[config.mk]
export PLATFORM = sky130hd
export DESIGN_NAME = fetch_sequencer
export DESIGN_NICKNAME = d
export VERILOG_FILES = /design/src/rtl/fetch_sequencer_pkg.sv /design/src/rtl/fetch_sequencer_pc_next_mux.sv /design/src/rtl/fetch_sequencer.sv
export SDC_FILE = /design/constraint.sdc
export NUM_CORES = 1
export LEC_CHECK = 0
export BUFFER_PORTS_ARGS = -buffer_cell sky130_fd_sc_hd__buf_2
export CORE_ASPECT_RATIO = 1.75
export CORE_MARGIN = 2
export CORE_UTILIZATION = 30
export DETAILED_ROUTE_END_ITERATION = 16
export SYNTH_ARGS = -nofsm -noshare
export SYNTH_HDL_FRONTEND = slang
export SYNTH_SLANG_ARGS = --single-unit
export TNS_END_PERCENT = 50
[constraint.sdc]
create_clock -name clk -period 3.6 [get_ports clk]
set_input_delay 0.36 -clock clk [delete_from_list [all_inputs] [get_ports clk]]
set_output_delay 0.36 -clock clk [all_outputs]
set_load 0.03 [all_outputs]
[src/rtl/fetch_sequencer_pkg.sv]
// Shared definitions for the fetch sequencer: state encoding, word size and halt encoding.
package fetch_sequencer_pkg;

  localparam int unsigned WORD_BYTES = 4;
  localparam logic [31:0] HALT_WORD_DEFAULT = 32'hFFFF_FFFF;

  typedef enum logic [1:0] {
    ST_LOAD = 2'd0,
    ST_RUN  = 2'd1,
    ST_HALT = 2'd2
  } state_e;

  function automatic logic [31:0] align_word(input logic [31:0] addr);
    return {addr[31:2], 2'b00};
  endfunction

endpackage

[src/rtl/fetch_sequencer_pc_next_mux.sv]
// Next-PC selection: stall holds, jump beats branch, otherwise sequential fetch.
module pc_next_mux
  import fetch_sequencer_pkg::*;
(
  input  logic [31:0] pc,
  input  logic        stall,
  input  logic        jump,
  input  logic [31:0] jump_target,
  input  logic        branch_taken,
  input  logic [31:0] branch_target,
  output logic [31:0] next_pc,
  output logic        redirect
);

  always_comb begin
    next_pc  = pc + 32'(WORD_BYTES);
    redirect = 1'b0;
    if (stall) begin
      next_pc = pc;
    end else if (jump) begin
      next_pc  = align_word(jump_target);
      redirect = 1'b1;
    end else if (branch_taken) begin
      next_pc  = align_word(branch_target);
      redirect = 1'b1;
    end
  end

endmodule

[src/rtl/fetch_sequencer.sv]
// Sequences InstructionMemory: load phase, PC ownership during run, halt detection and restart.
module fetch_sequencer
  import fetch_sequencer_pkg::*;
#(
  parameter int unsigned LOAD_CYCLES = 2,
  parameter int unsigned MEM_BYTES   = 80,
  parameter logic [31:0] HALT_WORD   = HALT_WORD_DEFAULT,
  parameter logic [31:0] RESET_PC    = 32'd0
) (
  input  logic        clk,
  input  logic        rst,
  input  logic        restart,
  input  logic        stall,
  input  logic        branch_taken,
  input  logic [31:0] branch_target,
  input  logic        jump,
  input  logic [31:0] jump_target,
  input  logic [31:0] instruction,
  output logic [31:0] imem_address,
  output logic        imem_startin,
  output logic [31:0] pc,
  output logic        instr_valid,
  output logic        halted,
  output logic [31:0] retired_count
);

  localparam int unsigned CNT_W   = (LOAD_CYCLES > 1) ? $clog2(LOAD_CYCLES) : 1;
  localparam logic [CNT_W-1:0] CNT_LAST = CNT_W'(LOAD_CYCLES - 1);
  localparam logic [31:0] LAST_PC = 32'(MEM_BYTES - WORD_BYTES);
  localparam logic [31:0] MEM_END = 32'(MEM_BYTES);

  state_e            state_q, state_d;
  logic [31:0]       pc_q, pc_d;
  logic [CNT_W-1:0]  load_cnt_q, load_cnt_d;
  logic [31:0]       retired_q, retired_d;
  logic              startin_q, startin_d;
  logic              valid_q, valid_d;
  logic              halted_q, halted_d;

  logic [31:0]       mux_next_pc;
  logic              mux_redirect;
  logic [31:0]       retired_inc;

  pc_next_mux u_pc_next_mux (
    .pc            (pc_q),
    .stall         (stall),
    .jump          (jump),
    .jump_target   (jump_target),
    .branch_taken  (branch_taken),
    .branch_target (branch_target),
    .next_pc       (mux_next_pc),
    .redirect      (mux_redirect)
  );

  assign retired_inc = (retired_q == 32'hFFFF_FFFF) ? retired_q : retired_q + 32'd1;

  always_comb begin
    state_d    = state_q;
    pc_d       = pc_q;
    load_cnt_d = load_cnt_q;
    retired_d  = retired_q;
    unique case (state_q)
      ST_LOAD: begin
        if (load_cnt_q == CNT_LAST) begin
          state_d    = ST_RUN;
          load_cnt_d = '0;
        end else begin
          load_cnt_d = load_cnt_q + CNT_W'(1);
        end
      end
      ST_RUN: begin
        // A stalled cycle neither retires nor halts; the held word is re-examined next cycle.
        if (!stall) begin
          if (instruction == HALT_WORD) begin
            state_d = ST_HALT;
          end else begin
            retired_d = retired_inc;
            if (mux_redirect) begin
              pc_d = mux_next_pc;
              if (mux_next_pc >= MEM_END) state_d = ST_HALT;
            end else if (pc_q == LAST_PC) begin
              state_d = ST_HALT;
            end else begin
              pc_d = mux_next_pc;
            end
          end
        end
      end
      ST_HALT: begin
        if (restart) begin
          state_d    = ST_LOAD;
          pc_d       = RESET_PC;
          load_cnt_d = '0;
        end
      end
      default: begin
        state_d    = ST_LOAD;
        pc_d       = RESET_PC;
        load_cnt_d = '0;
      end
    endcase
    startin_d = (state_d == ST_LOAD);
    valid_d   = (state_d == ST_RUN);
    halted_d  = (state_d == ST_HALT);
  end

  always_ff @(posedge clk) begin
    if (rst) begin
      state_q    <= ST_LOAD;
      pc_q       <= RESET_PC;
      load_cnt_q <= '0;
      retired_q  <= '0;
      startin_q  <= 1'b1;
      valid_q    <= 1'b0;
      halted_q   <= 1'b0;
    end else begin
      state_q    <= state_d;
      pc_q       <= pc_d;
      load_cnt_q <= load_cnt_d;
      retired_q  <= retired_d;
      startin_q  <= startin_d;
      valid_q    <= valid_d;
      halted_q   <= halted_d;
    end
  end

  assign imem_address  = pc_q;
  assign pc            = pc_q;
  assign imem_startin  = startin_q;
  assign instr_valid   = valid_q;
  assign halted        = halted_q;
  assign retired_count = retired_q;

endmodule
Word level (Yosys, flattened, before mapping)
Index checks and enable logic that the tools add are counted. W data, S select, Z words.

Output and inout bits: 99. Input port bits: 102. Flip-flop bits (word level): 70.

Magnitude comparators: 1. Reductions and logical operators: 5. Mux-type cells: 23. Bitwise logic cells: 5. $add $sub $neg: 3. Equality and inequality tests: 11.

Operators by type and width (count): $mux W32 (8); $pmux W32 S3 (1); $eq A32 B32 Y1 const B (2); $add A32 B1 Y32 const B (1); $add A32 B3 Y32 const B (1); $eq A32 B7 Y1 const B (1); $ge A32 B7 Y1 const B (1); $mux W2 (7); $ne A2 B2 Y1 const B (3); $pmux W2 S3 (1); $mux W1 (5); $not A1 Y1 (5); $reduce_and A5 Y1 (1); $eq A2 B1 Y1 const B (2); $eq A2 B2 Y1 const B (2); $logic_not A2 Y1 (2); $reduce_and A4 Y1 (1); $ne A3 B3 Y1 const B (1); $pmux W1 S3 (1); $reduce_and A2 Y1 (1); $add A1 B1 Y1 const B (1).

Logic depth before layout (Yosys ltp)
Gate-level depths: netlist of the first run.

Depth after elaboration: 11. Mapped depth: 12.

Modules after synthesis
From an unflattened synthesis of the first run, not the netlist that was laid out.

Cell total of the unflattened synthesis: 693. Area total of the unflattened synthesis: 5300.1 um^2.

By module, submodules not included: fetch_sequencer (area each 3689.8 um^2, seq. area each 1401.3 um^2, cells each 436, times used 1); pc_next_mux (area each 1610.3 um^2, seq. area each 0.0 um^2, cells each 257, times used 1).

Worst setup path before layout of the first run
OpenSTA, ideal clock, no wires.

Kind: flip-flop to flip-flop. Start: reg pc_q[2] (netlist: imem_address[2]). End: reg pc_q[10] (netlist: imem_address[10]). Path slack: 580 ps. Cell stages (with the launch flop): 11. Buffers on the path: 2. Arrival: 2954 ps. Cell sequence: dfxtp_1 ha_1 clkbuf_1 nor4b_1 nand4_1 o41ai_1 o21bai_1 a22oi_1 clkbuf_1 a22oi_1 nor2_1.

Longest elaborated chain between the ends: 9. Elaborated cells on any way between the ends: 12.

Ends and longest elaborated chain: start, declared (line fetch_sequencer.sv:33) `logic [31:0] pc_q, pc_d;`; start signal, assigned (line fetch_sequencer.sv:118) `pc_q <= pc_d;`; $add A32 B3 Y32 (line fetch_sequencer_pc_next_mux.sv:16) `next_pc = pc + 32'(WORD_BYTES);`; $mux W32 (line fetch_sequencer_pc_next_mux.sv:23) `end else if (branch_taken) begin`; $mux W32 (line fetch_sequencer_pc_next_mux.sv:20) `end else if (jump) begin`; $mux W32 (line fetch_sequencer_pc_next_mux.sv:18) `if (stall) begin`; $mux W32 (line fetch_sequencer.sv:81) `end else if (pc_q == LAST_PC) begin`; $mux W32 (line fetch_sequencer.sv:78) `if (mux_redirect) begin`; $mux W32 (line fetch_sequencer.sv:74) `if (instruction == HALT_WORD) begin`; $mux W32 (line fetch_sequencer.sv:73) `if (!stall) begin`; $pmux W32 S3 (line fetch_sequencer.sv:62) `unique case (state_q)`.

Several ways; a longest one is shown, not always the timed one. The select of a mux whose other input is x is not followed. A chain may end at the register's enable or synchronous reset.

Worst setup path after layout of the first run
Start: reg pc_q[2] (netlist: imem_address[2]). End: reg startin_q (netlist: imem_startin).

Longest elaborated chain between the ends: 11. Elaborated cells on any way between the ends: 13.

Ends and longest elaborated chain: $add A32 B3 Y32 (line fetch_sequencer_pc_next_mux.sv:16); $mux W32 (line fetch_sequencer_pc_next_mux.sv:23); $mux W32 (line fetch_sequencer_pc_next_mux.sv:20); $mux W32 (line fetch_sequencer_pc_next_mux.sv:18); $ge A32 B7 Y1 (line fetch_sequencer.sv:80) `if (mux_next_pc >= MEM_END) state_d = ST_HALT;`; $mux W2 (line fetch_sequencer.sv:80); $mux W2 * (line fetch_sequencer.sv:78); $mux W2 * (line fetch_sequencer.sv:74); $mux W2 * (line fetch_sequencer.sv:73); $pmux W2 S3 * (line fetch_sequencer.sv:62); $logic_not A2 Y1 * (line fetch_sequencer.sv:102) `startin_d = (state_d == ST_LOAD);`; end signal, assigned (line fetch_sequencer.sv:121) `startin_q <= startin_d;`; end, declared (line fetch_sequencer.sv:36) `logic startin_q, startin_d;`.

Mark *: on every way between the ends. The rest lies on a longest branch, timed or not.

==> results of run 1 <==
## report_power, final
| part | switching [W] | internal (W) | total [W] |
|---|---|---|---|
| Sequential | 0.0000462 | 0.000803 | 0.000849 |
| Combinational | 0.000314 | 0.000180 | 0.000494 |
| Clock | 0.000365 | 0.000542 | 0.000907 |
## cells in the mapped netlist (2+ instances only)
library cell | number | share of area
a211oi_1 | 5 | 0.0076
a21o_1 | 5 | 0.0076
a21oi_1 | 33 | 0.034
a221oi_1 | 8 | 0.014
a22oi_1 | 36 | 0.055
a2bb2oi_1 | 3 | 0.0053
a41o_1 | 2 | 0.0041
and2_1 | 9 | 0.011
and3_1 | 9 | 0.011
and3_2 | 2 | 0.0030
and4_1 | 6 | 0.011
buf_1 | 5 | 0.0038
buf_2 | 7 | 0.0071
buf_4 | 32 | 0.049
clkbuf_1 | 37 | 0.028
dfxtp_1 | 70 | 0.28
ha_1 | 2 | 0.0051
inv_1 | 14 | 0.011
mux2i_1 | 5 | 0.010
nand2_1 | 39 | 0.030
nand2b_1 | 4 | 0.0051
nand3_1 | 21 | 0.021
nand4_1 | 36 | 0.046
nand4_2 | 2 | 0.0051
nor2_1 | 107 | 0.082
nor2b_1 | 7 | 0.0089
nor3_1 | 22 | 0.022
nor4_1 | 14 | 0.018
nor4b_1 | 3 | 0.0053
o211ai_1 | 4 | 0.0061
o21a_1 | 4 | 0.0061
o21ai_0 | 14 | 0.014
o21bai_1 | 3 | 0.0046
o221ai_1 | 6 | 0.011
o22a_1 | 2 | 0.0036
o22ai_1 | 11 | 0.014
o2bb2ai_1 | 5 | 0.0089
o31ai_1 | 4 | 0.0061
o41ai_1 | 2 | 0.0036
or3_1 | 3 | 0.0038
xnor2_1 | 10 | 0.018
xor2_1 | 28 | 0.050
## state kept, by name, indices dropped and copies added (netlist names)
signal         flops
imem_startin       1
instr_valid        1
imem_address      32
load_cnt_q         1
halted             1
state_q            2
retired_count     32
## metal layers
layer  vias up  wire, um
met5         -        11
met4         2       956
met3        61      1120
met2       236      9900
met1      2618      6990
li1       2730         -
## worst min-delay path by stage
stage                            endpoint  cells past startpoint
final                     imem_address[3]                      5
after floorplan                load_cnt_q                      2
after CTS                 imem_address[3]                      5
after detailed placement       load_cnt_q                      2
after global placement         load_cnt_q                      2
after global routing      imem_address[3]                      5
## through the flow
stage	std cells	setup slack [ps]	instance area, um^2	total power (W)	hold WS [ps]
floorplan	665	580	4930	0.00118	459
global placement	1002	537	5960	0.00135	477
detailed placement	1002	502	5960	0.00135	477
CTS	1018	441	6260	0.00227	380
global route	1018	238	6260	0.00234	450
finish	1018	440	6260	0.00225	386
## cell type report
class	instances	area, um^2	area share
clock inverter	6	72.6	0.0116
clock buffer	10	229	0.0366
inverter	15	56.3	0.00899
multi-input combinational	498	3050	0.487
tap	192	240	0.0384
sequential	70	1400	0.224
timing repair buffer	227	1210	0.194
## cells in the final DEF, fill, tap and decap left out, types with 6 or more instances in the layout
cell type  count
a22oi_1       35
clkbuf_16      9
a221oi_1       8
buf_2        196
xor2_1        28
nor4_1        14
nand4_1       36
a21oi_1       33
and3_1         9
o21ai_0       14
and2_1         9
nand3_1       21
buf_4         31
nor2b_1        7
nand2_1       39
dfxtp_1       70
nor2_1       107
xnor2_1       10
o221ai_1       6
nor3_1        21
inv_1         14
and4_1         6
o22ai_1       11
## worst max-delay path, delay by kind of cell (launching register included)
family	cells	cell delay, ps
AO/OA/AOI/OAI	2	500
adder cells (fa/ha/maj)	1	530
flip-flops	1	400
AND/OR/NAND/NOR	6	1650
## kinds of logic (layout without fill, tap and decap cells)
group	Yosys count	after routing	share of synthesized area
compound gates	159	159	0.226
mux	5	5	0.0102
xor+xnor	38	38	0.0676
buf+inv	97	258	0.100
flops	70	70	0.284
simple gates	294	294	0.307
fa+ha+maj	2	2	0.00508
==> results_dict.tcl, run 1 <==
set metrics [dict create \
    required_ps 3870 \
    hp-start "jump_target[3]" \
    crit_chain "ha_1 -> and4_1 -> and4_1 -> nor2_1 -> a211o_1 -> nor4_2 -> or4b_1 -> o21a_1 -> nor2_1" \
    crit_end "imem_startin" \
    clk_path_buf_depth 2 \
    ir_drop_uv 236 \
    start_kind "flip-flop" \
    postCtsSetupRepairBufs 0 \
    async_reset_ff_frac 0 \
    area_growth_pct 27.1 \
    syn_area_um2 4930 \
    vias_per_cell 5.55 \
    layout_min_cycle_time_ps 3160 \
    synth_seq_cells 70 \
    ff2ff_setup_slack_ps 440 \
    hold_violations 0 \
    drc 0 \
    dieArea_um2 17500 \
    worstSetupEndpointType "flip-flop" \
    grt_max_degree 35 \
    worstReg2RegEnd "imem_startin" \
    period_share 0.878 \
    synth_edf_count 0 \
    fin_setup_tns_ps 0 \
    root_buffer "clkbuf_16" \
    finalMaxSlewViolations 0 \
    leakagePower_nw 2.76 \
    die_w_um 101 \
    grt.met2_usage 0.380 \
    dr.pass1.iters 6 \
    antenna_found_initial 2 \
    io_buffers 196 \
    slowest_stage "ha_1" \
    syn_inst 665 \
    clkSinkCount 70 \
    top_usage_layer "met2" \
    arrival_ps 3420 \
    design.core.area_um2 16200 \
    cts_tree "built" \
    drt.antenna.violating_nets 0 \
    grt_pass1_wl_um 28900 \
    fmax_mhz 316 \
    n_antenna_cell 0 \
    nets 925 \
    max_cap_viol_count 0 \
    drive_gt1_frac 0.309 \
    ff2ff_path_depth 9 \
    setup_viol 0 \
    cts-htree-levels 3 \
    worstMarginPinSlew_ps 1060 \
    status "finished clean" \
    grt_use_met1 0.233 \
    hold_buffers 0 \
    io_pins 201 \
    p_per_area_nw_per_um2 359 \
    die_h_um 174 \
    gr-total-overflow 0 \
    fillerInstances 1749 \
    gp_congestion 0.924 \
    ys_seq_area_frac 0.284 \
    fp-row-count 62 \
    grt_pass1_vias 5360 \
    syn-num-nets 769 \
    startpoint "imem_address[2]" \
    vias 5647 \
    synth_flop_cell "dfxtp_1" \
    rsz0062_at_grt "false" \
    cp_slowest_stage_delay_ps 530 \
    grt_util_met3 0.0371 \
    routed_wl_um 19000 \
    skew_ps 9.34 \
    hp-class "primary input to flip-flop" \
    clk_pin_slew_worst_paths_ps 60 \
    grt_usage 0.213 \
    crit_type "flip-flop to flip-flop" \
    post_synth.cell_area_avg_um2 7.41 \
    reg2reg_from "imem_address[2]" \
    ys_warn_count 0 \
    max_slew_margin 0.288 \
    start_util 0.304 \
    worst_skew_pair.late_latency_ps 340 \
    ys_types 66 \
    dp_hpwl_um 14700 \
    wire_per_inst_um 18.6 \
    drt_iter0_drc 273 \
    postCtsResizedCells 0 \
    critPathMaxFanout 11 \
    cts_made_buffers 9 \
    fin_util 0.386 \
]
No activity file was read; power rests on OpenSTA's default activity.
==> run 2, diff against run 1 <==
--- a/config.mk
+++ b/config.mk
@@ -5,6 +5,7 @@
 export SDC_FILE = /design/constraint.sdc
 export NUM_CORES = 1
 export LEC_CHECK = 0
+export ABC_AREA = 0
 export BUFFER_PORTS_ARGS = -buffer_cell sky130_fd_sc_hd__buf_2
 export CORE_ASPECT_RATIO = 1.75
 export CORE_MARGIN = 2
==> constraint.sdc (replaced) <==
create_clock -name clk -period 3.6 [get_ports clk]
set_input_delay 0.72 -clock clk [delete_from_list [all_inputs] [get_ports clk]]
set_output_delay 0.72 -clock clk [all_outputs]
set_load 0.03 [all_outputs]
==> run 2 against run 1 <==
  * Sequential power hardly changed
  * Core utilization grew 0.56 points
  * Sequential cell count is the same
  * Setup slack worse by 120 ps
  * Register-to-register slack lost 120 ps
  * First-iteration DRC count is 7.3% higher
  * Die area unchanged
  * Power is 1.2% higher
  * Via count grew 0.78%
==> results_dict.tcl, run 2 (synthesized netlist as in run 1, its figures left out) <==
set metrics [dict create \
    multi_input_area_um2 3040 \
    cts-htree-levels 3 \
    max_cap_viol_count 0 \
    ff2ff_path_depth 8 \
    drt.antenna.violating_nets 0 \
    clk_pin_slew_worst_paths_ps 60 \
    dr.pass1.iters 6 \
    critPathMaxFanout 13 \
    gp_congestion 0.895 \
    drt_iter0_drc 293 \
    drc 0 \
    nets 936 \
    hp-class "flip-flop to flip-flop" \
    io_pins 201 \
    post-place-ws_ps 322 \
    routed_wl_um 18900 \
    setup_viol 0 \
    fin_ws_ps 321 \
    status "finished clean" \
    root_buffer "clkbuf_16" \
    clk_path_buf_depth 2 \
    postCtsSetupRepairBufs 0 \
    skew_ps 13.2 \
    cts_tree "built" \
    arrival_ps 3550 \
    hold_violations 0 \
    hold-path-endpoint "load_cnt_q" \
    drive_gt1_frac 0.319 \
    fin_setup_tns_ps 0 \
    clkSinkCount 70 \
    reg2reg_from "imem_address[4]" \
    cts_made_buffers 9 \
    crit_type "flip-flop to flip-flop" \
    period_share 0.911 \
    worst_skew_pair.late_latency_ps 340 \
    p_per_area_nw_per_um2 359 \
    grt_pass1_vias 5481 \
    antenna_found_initial 5 \
    leakagePower_nw 2.82 \
    final_cell_mix "buf_2 (196), nor2_1 (107), dfxtp_1 (70), buf_4 (42), nand2_1 (39)" \
    io_buffers 196 \
    ff2ff_setup_slack_ps 320 \
    hold_depth 2 \
    layout_min_cycle_time_ps 3280 \
    worstReg2RegEnd "imem_startin" \
    design.core.area_um2 16200 \
    vias 5691 \
    grt_max_degree 66 \
    required_ps 3870 \
    gr-total-overflow 0 \
    fillerInstances 1722 \
    total_power_w 0.00228 \
    hp-start "load_cnt_q" \
    finalMaxSlewViolations 0 \
    die_h_um 174 \
    worstMarginPinSlew_ps 728 \
    vias_per_cell 5.51 \
    grt_usage 0.214 \
    area_growth_pct 28.9 \
    final-seq-area_um2 1400 \
    dieArea_um2 17500 \
    fmax_mhz 305 \
    dp_hpwl_um 14900 \
    hold_buffers 0 \
    max_slew_margin 0.515 \
    fp-row-count 62 \
    ir_drop_uv 226 \
    final_common_cell "buf_2" \
    grt_pass1_wl_um 29200 \
    postCtsResizedCells 0 \
    rsz0062_at_grt "false" \
    start_kind "flip-flop" \
    wire_per_inst_um 18.3 \
    hold-worst-slack_ps 491 \
    start_util 0.304 \
    die_w_um 101 \
    worstSetupEndpointType "flip-flop" \
]
run 2: cell types whose count changed in the layout (fill, tap and decap cells not counted):
cell / before / now
buf_4: 31 / 42
clkinv_4: 4 / 1
diode_2: 0 / 3
inv_6: 0 / 2
clkbuf_1: 1 / 0
clkbuf_8: 0 / 1
clkinv_2: 0 / 1
nor3_2: 0 / 1
nor3_4: 1 / 0
run 2: worst max path at each step:
stage	startpoint	end	slack (ps)	cells past startpoint
after CTS	imem_address[4]	imem_startin	330	8
after detailed placement	jump	imem_startin	320	12
final	imem_address[4]	imem_startin	320	8
after floorplan	imem_address[2]	imem_address[10]	580	10
after global placement	jump	imem_startin	300	12
after global routing	imem_address[4]	imem_startin	130	8
run 2: metal layers:
layer	routed length, um	GRT usage	up-vias
met3	1230	0.0468	75
met5	21	0	-
li1	-	-	2750
met1	6790	0.225	2612
met2	9670	0.374	250
met4	1180	0.136	4
run 2: report_power, final:
part,internal [W],total (W),switching [W],leakage (nW)
registers,0.000803,0.000848,0.0000454,0.566
clock network,0.000560,0.000923,0.000363,0.149
logic,0.000192,0.000506,0.000314,2.11
total,0.00156,0.00228,0.000722,2.82
run 2: cell type report:
class | instances | share of cell area
Antenna cell | 3 | 0.00118
Clock buffer | 10 | 0.0376
Clock inverter | 6 | 0.0108
Inverter | 15 | 0.00887
Multi-Input combinational cell | 498 | 0.479
Sequential cell | 70 | 0.221
Tap cell | 192 | 0.0378
Timing Repair Buffer | 238 | 0.204
run 2: per-stage QoR:
| stage | utilization | instances | instance area [um^2] |
|---|---|---|---|
| 2_1_floorplan | - | 665 | 4930 |
| 6_report | 0.392 | 1032 | 6350 |
| 3_3_place_gp | 0.372 | 1013 | 6030 |
| 4_1_cts | 0.391 | 1029 | 6340 |
| 5_1_grt | 0.391 | 1031 | 6350 |
| 3_5_place_dp | 0.372 | 1013 | 6030 |
run 2: critical path: stages, from the launching register on:
cell and delay (ps):
dfxtp_1 600, nand4_2 270, or4_4 650, nor4_4 330, mux2i_1 160, nor4_2 410
or4b_1 500, o21a_1 200, nor2_1 100
==> run 3, diff against run 2 <==
--- a/config.mk
+++ b/config.mk
@@ -6,7 +6,7 @@
 export NUM_CORES = 1
 export LEC_CHECK = 0
 export ABC_AREA = 0
-export BUFFER_PORTS_ARGS = -buffer_cell sky130_fd_sc_hd__buf_2
+export BUFFER_PORTS_ARGS = -buffer_cell sky130_fd_sc_hd__buf_4
 export CORE_ASPECT_RATIO = 1.75
 export CORE_MARGIN = 2
 export CORE_UTILIZATION = 30
==> run 3 against run 2 <==
  * Count of clock-buffer cells in the layout shrank 1
  * Die area stayed put
  * Critical path depth rose by 1
  * Final cell count is 1.5% lower
  * Highest routed layer is now met4
  * Setup slack better by 9.7 ps
  * Sequential share of layout area shrank 1.5 points
  * Non-clock buffer count fell by 12
  * Via count decreased by 1.2%
  * Cell area up 7.3%
  * Largest power group unchanged
  * First-iteration DRC count down 6.5%
  * Critical path type unchanged
  * Maximum frequency rose by 0.30%
==> results_dict.tcl, run 3 (synthesized netlist as in run 1, its figures left out) <==
set metrics [dict create \
    status "finished clean" \
    dr.pass1.iters 5 \
    cts_tree "built" \
    root_buffer "clkbuf_16" \
    hp-start "load_cnt_q" \
    postCtsResizedCells 0 \
    fillerInstances 1703 \
    rsz0062_at_grt "false" \
    max_slew_margin 0.259 \
    crit_type "flip-flop to flip-flop" \
    vias_per_cell 5.53 \
    worstSetupEndpointType "flip-flop" \
    clkSinkCount 70 \
    gr-total-overflow 0 \
    clk_path_buf_depth 2 \
    final_cell_mix "buf_4 (224), nor2_1 (107), dfxtp_1 (70), nand2_1 (39), nand4_1 (36)" \
    grt_pass1_wl_um 29000 \
    swShare 0.298 \
    dp_hpwl_um 14700 \
    p_per_area_nw_per_um2 359 \
    hp-class "flip-flop to flip-flop" \
    cts-htree-levels 3 \
    drt.antenna.violating_nets 0 \
    fp-row-count 62 \
    arrival_ps 3550 \
    layout_min_cycle_time_ps 3270 \
    nets 924 \
    routed_wl_um 19200 \
    antenna_found_initial 0 \
    postCtsSetupRepairBufs 0 \
    multi_input_area_um2 3050 \
    required_ps 3880 \
    skew_ps 8.20 \
    drive_gt1_frac 0.309 \
    reg2reg_from "imem_address[5]" \
    cts_made_buffers 9 \
    wire_per_inst_um 18.9 \
    gp_congestion 0.910 \
    p_int_w 0.00172 \
    fin_util 0.420 \
    power_frac_comb 0.226 \
    finalMaxSlewViolations 0 \
    n_antenna_cell 0 \
    final-seq-area_um2 1400 \
    hold_buffers 0 \
    power_frac_seq 0.347 \
    fin_ws_ps 330 \
    worstMarginPinSlew_ps 1110 \
    power.switching_w 0.000729 \
    die_w_um 101 \
    design.core.area_um2 16200 \
    max_cap_viol_count 0 \
    start_util 0.304 \
    period_share 0.908 \
    fin_setup_tns_ps 0 \
    setup_viol 0 \
    critPathMaxFanout 11 \
    io_buffers 196 \
    fmax_mhz 306 \
    drt_iter0_drc 274 \
    vias 5622 \
    final_common_cell "buf_4" \
    worst_skew_pair.late_latency_ps 340 \
    grt_usage 0.214 \
    start_kind "flip-flop" \
    p_clk_frac 0.427 \
    startpoint "imem_address[5]" \
    stdcell_count 1017 \
    place_inst 1001 \
    drc 0 \
    leakagePower_nw 2.87 \
    area_growth_pct 38.3 \
    io_pins 201 \
    hold_violations 0 \
    dieArea_um2 17500 \
    ir_drop_uv 208 \
    clk_pin_slew_worst_paths_ps 60 \
    die_h_um 174 \
    post-place-ws_ps 273 \
    grt_pass1_vias 5387 \
    grt_max_degree 67 \
]
run 3: critical path, stage by stage (launching register included):
cell and delay, ps:
dfxtp_1 580, and4_1 460, nand3_1 200, o311a_1 380, nor3_1 430, nand2b_1 120, nor4_2 230, or4b_1 520
o21a_1 210, nor2_1 90
run 3: per-stage QoR:
stage                     total power [W]  hold slack [ps]  instance area [um^2]
final                             0.00245              492                  6810
after global routing              0.00255              553                  6810
after CTS                         0.00247              489                  6810
after detailed placement          0.00142              478                  6470
after global placement            0.00141              483                  6470
after floorplan                   0.00118              459                  4930
run 3: power groups by stage:
stage / combinational [W] / clock (W) / sequential (W)
after floorplan: 0.000288 / 0 / 0.000891
after global placement: 0.000545 / 0 / 0.000866
after detailed placement: 0.000549 / 0 / 0.000867
after CTS: 0.000551 / 0.00107 / 0.000850
after global routing: 0.000591 / 0.00110 / 0.000854
final: 0.000552 / 0.00104 / 0.000850
run 3: per-layer routing:
layer  track usage  vias to the layer above  part of all wire
met5             0                        -                 0
met4         0.120                        0             0.049
met3        0.0319                       46             0.060
met2         0.391                      221              0.53
met1         0.227                     2633              0.36
li1              -                     2722                 -
run 3: final cells by class:
class / count / area share
multi-input cells: 498 / 0.447
repair buffers: 226 / 0.253
flip-flops and latches: 70 / 0.206
well taps: 192 / 0.0353
clock buffers: 9 / 0.0331
clock inverters: 7 / 0.0180
inverters: 15 / 0.00826
run 3: worst paths after layout:
check	slack, ps	endpoint	depth (start not counted)
max	330	imem_startin	9
min	490	load_cnt_q	2
max reg2reg	330	imem_startin	9
min reg2reg	490	load_cnt_q	2
